**config.mk**
```make
export PLATFORM = sky130hd
export DESIGN_NAME = ring_counter_param
export DESIGN_NICKNAME = d
export VERILOG_FILES = /design/src/rtl/ring_counter_param.sv
export SDC_FILE = /design/constraint.sdc
export NUM_CORES = 1
export LEC_CHECK = 0
export CAP_MARGIN = 15
export CORE_ASPECT_RATIO = 1.1
export CORE_MARGIN = 2
export CORE_UTILIZATION = 41
export DETAILED_ROUTE_END_ITERATION = 10
export PLACE_DENSITY = 0.82
export SETUP_SLACK_MARGIN = 0.1
export SLEW_MARGIN = 10
export SYNTH_ARGS = -nofsm -noshare
export SYNTH_HDL_FRONTEND = slang
export SYNTH_SLANG_ARGS = --single-unit
export TNS_END_PERCENT = 10
```
**constraint.sdc**
```tcl
create_clock -name clk -period 1.9 [get_ports clk]
set_clock_uncertainty 0.15 [all_clocks]
set_input_delay 0.38 -clock clk [delete_from_list [all_inputs] [get_ports clk]]
set_output_delay 0.38 -clock clk [all_outputs]
set_load 0.005 [all_outputs]
```
**src/rtl/ring_counter_param.sv**
```systemverilog
// Parametrised ring / Johnson counter with direction, enable, parallel load,
// illegal-state self-correction and registered wrap / error pulses.
module ring_counter_param #(
    parameter int WIDTH = 4
) (
    input  logic             clk,
    input  logic             reset,
    input  logic             en,
    input  logic             mode,
    input  logic             dir,
    input  logic             load,
    input  logic [WIDTH-1:0] load_val,
    output logic [WIDTH-1:0] data_out,
    output logic             wrap,
    output logic             err
);

    localparam logic [WIDTH-1:0] RING_HOME = {{(WIDTH-1){1'b0}}, 1'b1};
    localparam logic [WIDTH-1:0] ONE_D     = 1;
    localparam logic [WIDTH-2:0] ONE_E     = 1;

    logic [WIDTH-1:0] r_data;
    logic             r_mode;
    logic             r_wrap;
    logic             r_err;

    logic [WIDTH-1:0] w_home_in;
    logic [WIDTH-1:0] w_home_q;
    logic [WIDTH-1:0] w_shift;
    logic [WIDTH-2:0] w_edges;
    logic             w_ring_ok;
    logic             w_john_ok;
    logic             w_legal;

    assign w_home_in = mode   ? '0 : RING_HOME;
    assign w_home_q  = r_mode ? '0 : RING_HOME;

    // Ring is legal when exactly one bit is set; Johnson when adjacent bit
    // pairs differ in at most one place (no wrap-around pair).
    assign w_edges   = r_data[WIDTH-1:1] ^ r_data[WIDTH-2:0];
    assign w_ring_ok = (r_data != '0) && ((r_data & (r_data - ONE_D)) == '0);
    assign w_john_ok = ((w_edges & (w_edges - ONE_E)) == '0);
    assign w_legal   = r_mode ? w_john_ok : w_ring_ok;

    always_comb begin
        w_shift = r_data;
        case ({r_mode, dir})
            2'b00:   w_shift = {r_data[WIDTH-2:0], r_data[WIDTH-1]};
            2'b01:   w_shift = {r_data[0], r_data[WIDTH-1:1]};
            2'b10:   w_shift = {r_data[WIDTH-2:0], ~r_data[WIDTH-1]};
            default: w_shift = {~r_data[0], r_data[WIDTH-1:1]};
        endcase
    end

    always_ff @(posedge clk) begin
        if (reset) begin
            r_data <= w_home_in;
            r_mode <= mode;
            r_wrap <= 1'b0;
            r_err  <= 1'b0;
        end else if (mode != r_mode) begin
            r_data <= w_home_in;
            r_mode <= mode;
            r_wrap <= 1'b0;
            r_err  <= 1'b0;
        end else if (load) begin
            r_data <= load_val;
            r_wrap <= 1'b0;
            r_err  <= 1'b0;
        end else if (en && !w_legal) begin
            r_data <= w_home_q;
            r_wrap <= 1'b0;
            r_err  <= 1'b1;
        end else if (en) begin
            r_data <= w_shift;
            r_wrap <= (w_shift == w_home_q);
            r_err  <= 1'b0;
        end else begin
            r_wrap <= 1'b0;
            r_err  <= 1'b0;
        end
    end

    assign data_out = r_data;
    assign wrap     = r_wrap;
    assign err      = r_err;

endmodule

```
# After elaboration in Yosys (flattened, before gate mapping)
# Index checks and enable logic that the tools add are counted.
# op_classes
n_mux,12
bitwise,6
reduce_logical,11
add_sub_neg,2
eq_ne,4
# op_table
cell,n
$mux 4,5
$pmux 4 s3,1
$mux 1,6
$reduce_bool 5->1,1
$reduce_or 5->1,1
$and 4x4->4,1
$eq 4x1->1,1
$logic_not 4->1,1
$reduce_bool 4->1,1
$sub 4x1->4 const B,1
$and 3x3->3,1
$logic_not 3->1,1
$not 1->1,3
$reduce_or 3->1,1
$sub 3x1->3 const B,1
$xor 3x3->3,1
$eq 2x1->1 const B,1
$eq 2x2->1 const B,1
$logic_and 1x1->1,2
$logic_not 2->1,1
$reduce_bool 2->1,1
$logic_not 1->1,1
$ne 1x1->1,1
# word_totals
out_inout_bits,6
elab_cells,39
regBits,7
inputBits,10

# Logic depth before layout (Yosys ltp)
# logic_depth
ltp_word,11
ltp_mapped,6
depth_no_buf,6

# Worst setup path after synthesis
# Ideal clock, no wire load.
# synth_path
path_kind,register to register
startpoint,"reg r_data[0], in the netlist data_out[0]"
endpoint,"reg r_data[0], in the netlist data_out[0] (data pin)"
synth_period_minus_slack_ps,1884
path_stages_with_launch,7
arrival_ps,1469
path_buffers,0
setup_time_ps,265
required_time_ps,1485
slack_ps,16
cell_sequence,edfxtp_1 > inv_1 > ha_1 > a211oi_4 > o211ai_2 > a311oi_1 > a21oi_1
# synth_via
elab_chain_len,11
# synth_lines
item,line_no,text
start: declaration,22,logic [WIDTH-1:0] r_data;
start signal: assignment,57,r_data <= w_home_in;
start signal: assignment,62,r_data <= w_home_in;
start signal: assignment,67,r_data <= load_val;
$sub 4x1->4 / $xor 3x3->3 (equally long branches),"41, 40",
$and 4x4->4 / $sub 3x1->3 (equally long branches),"41, 42",
$logic_not 4->1 / $and 3x3->3 (equally long branches),"41, 42",
$logic_and 1x1->1 / $logic_not 3->1 (equally long branches),"41, 42",
$mux 1 (*),43,assign w_legal = r_mode ? w_john_ok : w_ring_ok;
$logic_not 1->1 (*),70,end else if (en && !w_legal) begin
$logic_and 1x1->1 (*),70,
$mux 4 (*),70,
$mux 4 (*),66,end else if (load) begin
$mux 4 (*),61,end else if (mode != r_mode) begin
$mux 4 (*),56,if (reset) begin
# Mark *: on every way between the ends. The rest lies on a longest branch, timed or not.
# A chain may end at the register's enable or synchronous reset.

# Final worst setup path
# layout_path
startpoint,"reg r_data[1], in the netlist data_out[1]"
endpoint,"reg r_data[0], in the netlist data_out[0] (data pin)"
# layout_via
elab_chain_len,11
# layout_lines
item,line_no
$sub 4x1->4 / $xor 3x3->3 (equally long branches),"41, 40"
$and 4x4->4 / $sub 3x1->3 (equally long branches),"41, 42"
$logic_not 4->1 / $and 3x3->3 (equally long branches),"41, 42"
$logic_and 1x1->1 / $logic_not 3->1 (equally long branches),"41, 42"
$mux 1,43
$logic_not 1->1,70
$logic_and 1x1->1,70
$mux 4 (*),70
$mux 4 (*),66
$mux 4 (*),61
$mux 4 (*),56
# Mark *: on every way between the ends. The rest lies on a longest branch, timed or not. The select of a mux whose other input is x is not followed.

==> reports/qor.txt <==
Final Power - 0.613 mW
RSZ-0062 raised after global routing - true
Final Critical Period - 1960 ps
Fin crit share - 1.03
Area grow syn2layout - 60.2%
Maximum clock rate - 509 MHz
Failing checks - negative setup slack
Total GRT Usage - 0.192
Remaining antenna violation count - 0
Top Family by Delay on Critical Path - compound AO/OA/AOI/OAI gates
Clock Sinks - 7
Via density - 5.53
Max-cap check violation count - 0
Die area - 0.00179 mm²
DP Worst Slack - -42.0 ps
Clock Tree Buf Depth - 2
Critical Path Sink Type - flop
Min Hold Slack - 638 ps
Initial antenna violation count - 0
Post-Syn Area per Cell - 9.42 µm²
Pins Over Slew Limit - 0
First-pass GRT wire length - 2.35 mm
Hold Path Class - flop to flop
Leading cell type in the layout, fill and taps excluded - buf_4
Synthesis warning total - 0
Peak supply drop - 0.000336 V
Worst-path clk slew - 60 ps
Status - finished with violations
Final Hold Fails - 0
CTS tree - yes
P_leak - 0.438 nW
Drt initial violations - 11
Setup violations, final - 2
Yosys reg bits - 7
Max stage delay cell, worst path - edfxtp_1
Post-placement cell count - 103
Logic pwr share - 0.452
Die height - 44.2 µm
Total CTS buffers - 3
Fraction of layout cells with a size suffix above 1 - 0.319
Sequential power share - 0.317
Post-Syn Instances - 64
Crit path cell chain - buf_4 > ha_4 > a211oi_4 > o211ai_2 > a311oi_1 > a21oi_1
Vias in the first global route - 569
Net count of the mapped netlist - 80
Yosys cell types - 27
Port Buffer Count - 15
DRT Pass-1 Iters - 5
Row count - 14
Root Buffer - clkbuf_4
Sw Share - 0.332
Setup TNS - -89.4 ps
Post-route cell area - 966 µm²
Pwr dens - 634 mW/mm²
Max FO, Critical Path - 4
DRC violations left - 0
# fillers - 90
Worst Tran Pin Value - 343 ps
Final worst slack - -63.6 ps
RD Place Congestion - 0.789
Die Wd - 40.6 µm
# IOs - 16
Most frequent cells in the layout - buf_4, clkdlybuf4s50_1, a21oi_1
Slew headroom - 0.771
H-tree Lvls - 1
Critical Path RT - 1740 ps
Delay of the slowest cell on the worst path - 480 ps
Hpwl dp - 1.19 mm
Core area - 0.00137 mm²
Cell Area, Synth - 603 µm²
Drt wl/cell - 14.8 µm
GR Overflow Total - 0
Finished Layout Cells - 110
Clock Power Share - 0.231
Worst path arrival time - 1810 ps
Vias - 608
Post-DP Area - 847 µm²
Sequential-to-total area share from yosys stat - 0.315
Worst-Skew Late Latency - 250 ps
Initial core utilization - 0.441
Final net count - 111
CP startpoint kind - flop
Hold_buf cts - 0
Crit path kind - flop to flop
Util after Layout - 0.707
Buffers & Inverters on Critical Path - 1
Post-Route WL - 1.62 mm
P_sw - 0.203 mW
Largest net degree at the start of global routing - 12
Pint - 0.409 mW
Antenna cells - 0
## worst reg2reg max path, delay by kind of cell, from the launching register on
family,cells,cell delay [ps]
buf+inv,1,190
fa+ha+maj,1,160
flops,1,480
compound gates,4,730
## cell usage after synthesis
| master | number | share of area |
|---|---|---|
| a311oi_1 | 1 | 0.015 |
| xnor2_1 | 3 | 0.044 |
| o211ai_2 | 1 | 0.021 |
| mux2i_1 | 1 | 0.017 |
| a32o_1 | 4 | 0.066 |
| buf_6 | 1 | 0.019 |
| nand2_1 | 5 | 0.031 |
| a21boi_0 | 1 | 0.012 |
| nor2_1 | 3 | 0.019 |
| nor2b_1 | 1 | 0.010 |
| edfxtp_1 | 5 | 0.25 |
| a211oi_4 | 1 | 0.033 |
| nand3b_1 | 1 | 0.012 |
| and3_1 | 1 | 0.010 |
| nand3_2 | 1 | 0.017 |
| a31o_1 | 1 | 0.015 |
| o21ai_0 | 5 | 0.041 |
| and4_1 | 1 | 0.015 |
| ha_1 | 6 | 0.12 |
| inv_1 | 7 | 0.044 |
| dfxtp_1 | 2 | 0.066 |
| buf_2 | 1 | 0.0083 |
| nor2_4 | 1 | 0.019 |
| xor2_1 | 1 | 0.015 |
| nor3_1 | 2 | 0.017 |
| or2b_1 | 1 | 0.012 |
| a21oi_1 | 6 | 0.050 |
## metal layers
layer | vias up | track usage | wire, µm
met3 | 2 | 0.00503 | 78
met2 | 21 | 0.314 | 831
met4 | 0 | 0.0800 | 6
met1 | 288 | 0.257 | 705
met5 | - | 0 | 0
li1 | 297 | - | -
## cell type report
class	instances	area, µm²	area share
inverter	7	28.8	0.0298
clock buffer	4	26.3	0.0272
tap	16	20.0	0.0207
timing repair buffer	28	262	0.271
multi-input combinational	48	439	0.455
sequential	7	190	0.197
## flip-flops by register name, summed over array words and instances (netlist names)
register / flops
data_out: 4
wrap: 1
err: 1
r_mode: 1
## worst paths after layout
| kind | start | end | slack, ps | depth (start not counted) |
|---|---|---|---|---|
| worst max-delay path | data_out[1]$_SDFFCE_PP0P_ | data_out[0]$_DFFE_PP_ | -60 | 6 |
| worst min-delay path | data_out[2]$_SDFFCE_PP0P_ | wrap$_SDFF_PP0_ | 640 | 3 |
| worst max register to register | data_out[1]$_SDFFCE_PP0P_ | data_out[0]$_DFFE_PP_ | -60 | 6 |
| worst min register to register | data_out[2]$_SDFFCE_PP0P_ | wrap$_SDFF_PP0_ | 640 | 3 |
## kinds of logic (layout without fill, tap and decap cells)
kind of cell / after synthesis / after routing / share of synthesized area
flip-flops: 7 / 7 / 0.315
adder cells (fa/ha/maj): 6 / 6 / 0.124
XOR/XNOR: 4 / 4 / 0.0581
buffers and inverters: 9 / 39 / 0.0705
AO/OA/AOI/OAI: 20 / 20 / 0.253
AND/OR/NAND/NOR: 17 / 17 / 0.162
multiplexers: 1 / 1 / 0.0166
## power groups by stage
stage                     Clock (mW)  Sequential (mW)  Combinational, mW
after global routing           0.150            0.197              0.298
final                          0.142            0.194              0.277
after CTS                      0.143            0.194              0.239
after detailed placement           0            0.197              0.231
after floorplan                    0            0.196              0.134
after global placement             0            0.196              0.224
## timing repair
| item | CTS | global route |
|---|---|---|
| endpoints found under the hold margin | 0 | 0 |
| pin swaps | 1 | 8 |
| gates resized for setup | 3 | 13 |
| setup buffers | 0 | 3 |
| gates cloned | 0 | 0 |
| endpoints found under the setup margin | 6 | 10 |
Power figures use the tool's default switching activity.
